==> src/rtl/regfile_pkg.sv <==
// Shared register-file geometry and writeback source numbering.
package regfile_pkg;
   localparam int REG_AW = 5;
   localparam int REG_DW = 32;
   localparam logic [REG_AW-1:0] REG_ZERO = '0;
   localparam int WB_NREQ = 3;
   localparam int WB_EX   = 0;
   localparam int WB_MEM  = 1;
   localparam int WB_LINK = 2;
endpackage

==> src/rtl/rr_arbiter.sv <==
// Round-robin arbiter: combinational one-hot grant scanned from rr_ptr.
// rr_ptr moves past the winner only on an accepted transfer (adv).
module rr_arbiter #(
   parameter int N = 3
) (
   input  logic         clk,
   input  logic         rst,
   input  logic [N-1:0] req,
   input  logic         adv,
   output logic [N-1:0] gnt,
   output logic [2:0]   gnt_idx
);

   logic [2:0] rr_ptr;

   always_comb begin
      logic [3:0] idx;
      logic       found;
      gnt     = '0;
      gnt_idx = '0;
      found   = 1'b0;
      idx     = '0;
      for (int k = 0; k < N; k++) begin
         idx = {1'b0, rr_ptr} + 4'(k);
         if (idx >= 4'(N)) idx = idx - 4'(N);
         for (int j = 0; j < N; j++) begin
            if (!found && idx == 4'(j) && req[j]) begin
               found   = 1'b1;
               gnt[j]  = 1'b1;
               gnt_idx = 3'(j);
            end
         end
      end
   end

   always_ff @(posedge clk) begin
      if (rst)
         rr_ptr <= '0;
      else if (adv)
         rr_ptr <= (gnt_idx == 3'(N-1)) ? 3'd0 : gnt_idx + 3'd1;
   end

endmodule

==> src/rtl/regfile_wr_arbiter.sv <==
// Round-robin share of the register-file write port; 1-cycle registered write, no buffering.
// Backpressure only via one-hot req_ready; writes to register 0 are accepted and dropped.
module regfile_wr_arbiter
   import regfile_pkg::*;
#(
   parameter int NREQ = WB_NREQ,
   parameter int AW   = REG_AW,
   parameter int DW   = REG_DW
) (
   input  logic              clk,
   input  logic              rst,
   input  logic [NREQ-1:0]   req_valid,
   output logic [NREQ-1:0]   req_ready,
   input  logic [NREQ*AW-1:0] req_addr,
   input  logic [NREQ*DW-1:0] req_data,
   output logic              rf_we,
   output logic [AW-1:0]     rf_waddr,
   output logic [DW-1:0]     rf_wdata,
   output logic [2:0]        grant_id,
   output logic [2**AW-1:0]  pending
);

   logic [NREQ-1:0] gnt;
   logic [2:0]      gnt_idx;
   logic            xfer;
   logic [AW-1:0]   sel_addr;
   logic [DW-1:0]   sel_data;

   rr_arbiter #(.N(NREQ)) u_arb (
      .clk     (clk),
      .rst     (rst),
      .req     (req_valid),
      .adv     (xfer),
      .gnt     (gnt),
      .gnt_idx (gnt_idx)
   );

   assign req_ready = gnt & {NREQ{~rst}};
   assign xfer      = |req_ready;

   always_comb begin
      sel_addr = '0;
      sel_data = '0;
      for (int i = 0; i < NREQ; i++) begin
         if (gnt[i]) begin
            sel_addr = req_addr[i*AW +: AW];
            sel_data = req_data[i*DW +: DW];
         end
      end
   end

   // Address and data follow every transfer, including dropped $zero writes.
   always_ff @(posedge clk) begin
      if (rst) begin
         rf_we    <= 1'b0;
         rf_waddr <= '0;
         rf_wdata <= '0;
         grant_id <= '0;
      end else if (xfer) begin
         rf_we    <= (sel_addr != REG_ZERO[AW-1:0]);
         rf_waddr <= sel_addr;
         rf_wdata <= sel_data;
         grant_id <= gnt_idx;
      end else begin
         rf_we    <= 1'b0;
      end
   end

   always_comb begin
      pending = '0;
      if (!rst) begin
         for (int i = 0; i < NREQ; i++) begin
            if (req_valid[i]) pending[req_addr[i*AW +: AW]] = 1'b1;
         end
         if (rf_we) pending[rf_waddr] = 1'b1;
         pending[0] = 1'b0;
      end
   end

endmodule
==> config.mk <==
export PLATFORM = sky130hd
export DESIGN_NAME = regfile_wr_arbiter
export DESIGN_NICKNAME = d
export VERILOG_FILES = /design/src/rtl/regfile_pkg.sv /design/src/rtl/rr_arbiter.sv /design/src/rtl/regfile_wr_arbiter.sv
export SDC_FILE = /design/constraint.sdc
export NUM_CORES = 1
export LEC_CHECK = 0
export CAP_MARGIN = 25
export CORE_ASPECT_RATIO = 1.2
export CORE_MARGIN = 10
export CORE_UTILIZATION = 36
export CTS_CLUSTER_SIZE = 25
export DETAILED_ROUTE_END_ITERATION = 16
export GPL_ROUTABILITY_DRIVEN = 1
export PLACE_DENSITY = 0.78
export SETUP_SLACK_MARGIN = 0.3
export SYNTH_ARGS = -nofsm -noshare
export SYNTH_HDL_FRONTEND = slang
export SYNTH_SLANG_ARGS = --single-unit
==> constraint.sdc <==
create_clock -name clk -period 3.9 [get_ports clk]
set_input_delay 0.975 -clock clk [delete_from_list [all_inputs] [get_ports clk]]
set_output_delay 0.975 -clock clk [all_outputs]
set_load 0.005 [all_outputs]
==> summary.txt <==
Outcome
  – Outcome: finished clean

Timing
  – Rel. slew slack: 0.4714
  – Final worst slack: 0.1320 ns
  – Worst-margin pin slew: 0.7899 ns
  – RSZ-0062 raised after global routing: yes
  – Max-slew violation count: 0
  – Final period utilization: 0.9662
  – Achievable Freq: 265.4 MHz
  – Setup Viol. Count Final: 0
  – Worst clock skew: 0.004027 ns
  – Fin. Hold Viols: 0
  – Final min period: 3.768 ns

Synthesis
  – Post-Synth XOR/XNOR Area: 0.004899
  – Simple-gate share of the synthesized area: 0.2092
  – Yosys warning count: 0
  – Post-synth top flop: dfxtp_1
  – Post-synth EDFFs: 0
  – Mean post-synth cell area: 7.544 um2
  – Mapped Cells: 474
  – Largest family of logic cells by synthesized area: compound AO/OA/AOI/OAI gates
  – Yosys reg bits: 43
  – Sequential share of the synthesized area: 0.2407
  – Ys async rst share: 0
  – Library cells used by synthesis: 55
  – Mux contribution to synthesized area: 0.002799
  – Adder-Cell Fraction of Synth Area: 0.03849
  – Synth Area in Compound Gates: 0.4353
  – Synthesized area: 3576 um2

Final layout
  – Final instance area: 6306 um2
  – Post-Layout Cell Count: 826
  – Layout cells sized above 1: 0.1778
  – Most frequent cells in the layout: clkdlybuf4s50_1, a22oi_1, buf_4, nor2_1, dfxtp_1
  – Layout area overhead: 76.35%
  – Number of diodes: 0
  – Nets@finish: 829
  – Layout fillers: 847
  – Commonest non-fill, non-tap cell in the layout: clkdlybuf4s50_1

Critical path
  – CP arrival: 2.79 ns
  – Setup CP Type: flip-flop to output port
  – CP max FO: 4
  – Critical path data required time: 2.92 ns
  – Setup crit end kind: output port
  – Setup crit start kind: flip-flop

Global route
  – Number of global-route vias before repair: 4955
  – Largest net degree at the start of global routing: 40
  – First-pass GRT wire length: 27130 um
  – Initial antenna violation count: 0
  – Total GRT Usage: 0.2271
  – Remaining Overflow, GRT: 0

Floorplan
  – FP Rows: 39
  – Die area: 14340 um2
  – Die Ht: 129.2 um
  – Initial Util: 0.3720
  – Total I/O pin count: 192
  – Die Wd: 111.0 um
  – CORE AREA: 9613 um2

Placed design
  – Cell Count Post-Placement: 806
  – Dpl hpwl: 13680 um
  – Routability congestion estimate: 1.002
  – Port bufs: 189
  – Placed inst area: 5962 um2
  – DP Worst Slack: -0.2422 ns

Worst hold path
  – Min-delay worst type: flip-flop to flip-flop

Run
  – MaxCap Viol Count: 0

Drt
  – DR vias: 4909
  – ANT nets after route: 0
  – DRT Wirelength: 17600 um
  – DRC violations left: 0
  – Per-cell routed wire length: 21.31 um
  – Number of vias per cell: 5.943
  – DR pass1 iterations: 6
  – 1st-iter DRT viols: 299

Clock network
  – CTS root buf: clkbuf_16
  – Reg clk slew, reported paths: 0.06 ns
  – CTS Sinks: 43
  – CTS H-tree depth: 2
  – Max Root-Sink Buffers: 2
  – TritonCTS Buffers: 5
  – CTS tree: built
  – Clock latency on the worst-skew pair: 0.28 ns

Power and ir drop
  – P_leak: 2.528 nW
  – Peak VDD IR: 0.0003613 V
  – Pwr Density: 541.3 nW/um2
[area by class of cell]
cell class,count,area [um2],area share
flip-flops and latches,43,868.3,0.1377
clock buffers,6,138.9,0.02202
clock inverters,2,38.79,0.006151
inverters,9,36.28,0.005754
well taps,123,153.9,0.02440
multi-input cells,378,2619,0.4153
repair buffers,265,2451,0.3887
[per-stage QoR]
stage	total power (W)	hold slack [ns]	TNS [ns]	util
5_1_grt	0.003661	0.4848	0	0.6560
3_5_place_dp	0.002844	0.4407	-0.5120	0.6202
6_report	0.003413	0.4562	0	0.6560
3_3_place_gp	0.002787	0.4404	-0.3411	0.6202
2_1_floorplan	0.001974	0.4499	0	-
4_1_cts	0.003363	0.4573	0	0.6460
[state kept, by name, summed over array words and instances (netlist names)]
signal / count
rf_wdata: 32
grant_id: 2
rf_waddr: 5
rf_we: 1
u_arb.rr_ptr: 3
[critical path: stages (launching register included)]
cell,delay (ns)
dfxtp_4,0.36
buf_6,0.13
ha_4,0.25
or3b_4,0.39
a2111oi_4,0.45
inv_1,0.07
a221o_1,0.41
and2_4,0.18
nor2b_4,0.12
buf_6,0.15
[layer usage]
| layer | vias up | GRT usage | routed length [um] | part of all wire |
|---|---|---|---|---|
| li1 | 2288 | - | - | - |
| met1 | 2271 | 0.2462 | 6457 | 0.37 |
| met2 | 308 | 0.4017 | 8772 | 0.50 |
| met3 | 42 | 0.08541 | 1948 | 0.11 |
| met5 | - | 0 | 0 | 0 |
| met4 | 0 | 0.07439 | 423 | 0.024 |
[synth_stat cells (3+ instances only)]
master    instances  area [um2]
nor2_1           48       180.2
buf_1             3       11.26
nand2_1          25       93.84
nand3b_1          4       30.03
nand2b_1          3       18.77
a21o_1            4       30.03
nor3_1           12       60.06
a211oi_1         34       255.2
nor2b_1           5       31.28
and3_1            9       56.30
buf_4             6       45.04
a31oi_1           3       18.77
a21oi_1          36       180.2
a22oi_1          88       660.6
o21ai_1          10       50.05
clkbuf_1         28       105.1
a222oi_1          5       50.05
dfxtp_1          43       860.8
o21ai_0          24       120.1
buf_2             6       30.03
and3b_1           6       52.55
nor3b_1          17       127.6
ha_1             11       137.6
inv_1             9       33.78
[final timing paths]
check             slack, ns                         start  depth (start not counted)                  endpoint
setup / recovery       0.13  u_arb.rr_ptr[1]$_SDFFE_PP0P_                          9              req_ready[0]
hold / removal         0.46      grant_id[0]$_SDFFE_PP0P_                          1  grant_id[0]$_SDFFE_PP0P_
setup reg to reg       0.50  u_arb.rr_ptr[1]$_SDFFE_PP0P_                         11          rf_we$_SDFF_PP0_
hold reg to reg        0.46      grant_id[0]$_SDFFE_PP0P_                          1  grant_id[0]$_SDFFE_PP0P_
[where the power goes]
group	leakage, nW	switching, W	internal [W]
clock	0.0875	0.000173	0.000322
sequential	0.357	0.000127	0.000602
combinational	2.08	0.00115	0.00104
total	2.53	0.00145	0.00196
[kinds of logic (layout without fill, tap and decap cells)]
kind of cell,after synthesis,count (layout)
flip-flops,43,43
XOR/XNOR,2,2
AO/OA/AOI/OAI,221,221
buffers and inverters,54,282
adder cells (fa/ha/maj),11,11
other,1,2
AND/OR/NAND/NOR,141,141
multiplexers,1,1
[repair_timing]
| item | CTS | global route |
|---|---|---|
| hold buffers | 0 | 0 |
| endpoints found under the setup margin | 34 | 16 |
| pin swaps | 7 | 10 |
| buffers inserted | 7 | 5 |
| gates resized for setup | 68 | 29 |
No activity file was read; power rests on OpenSTA's default activity.
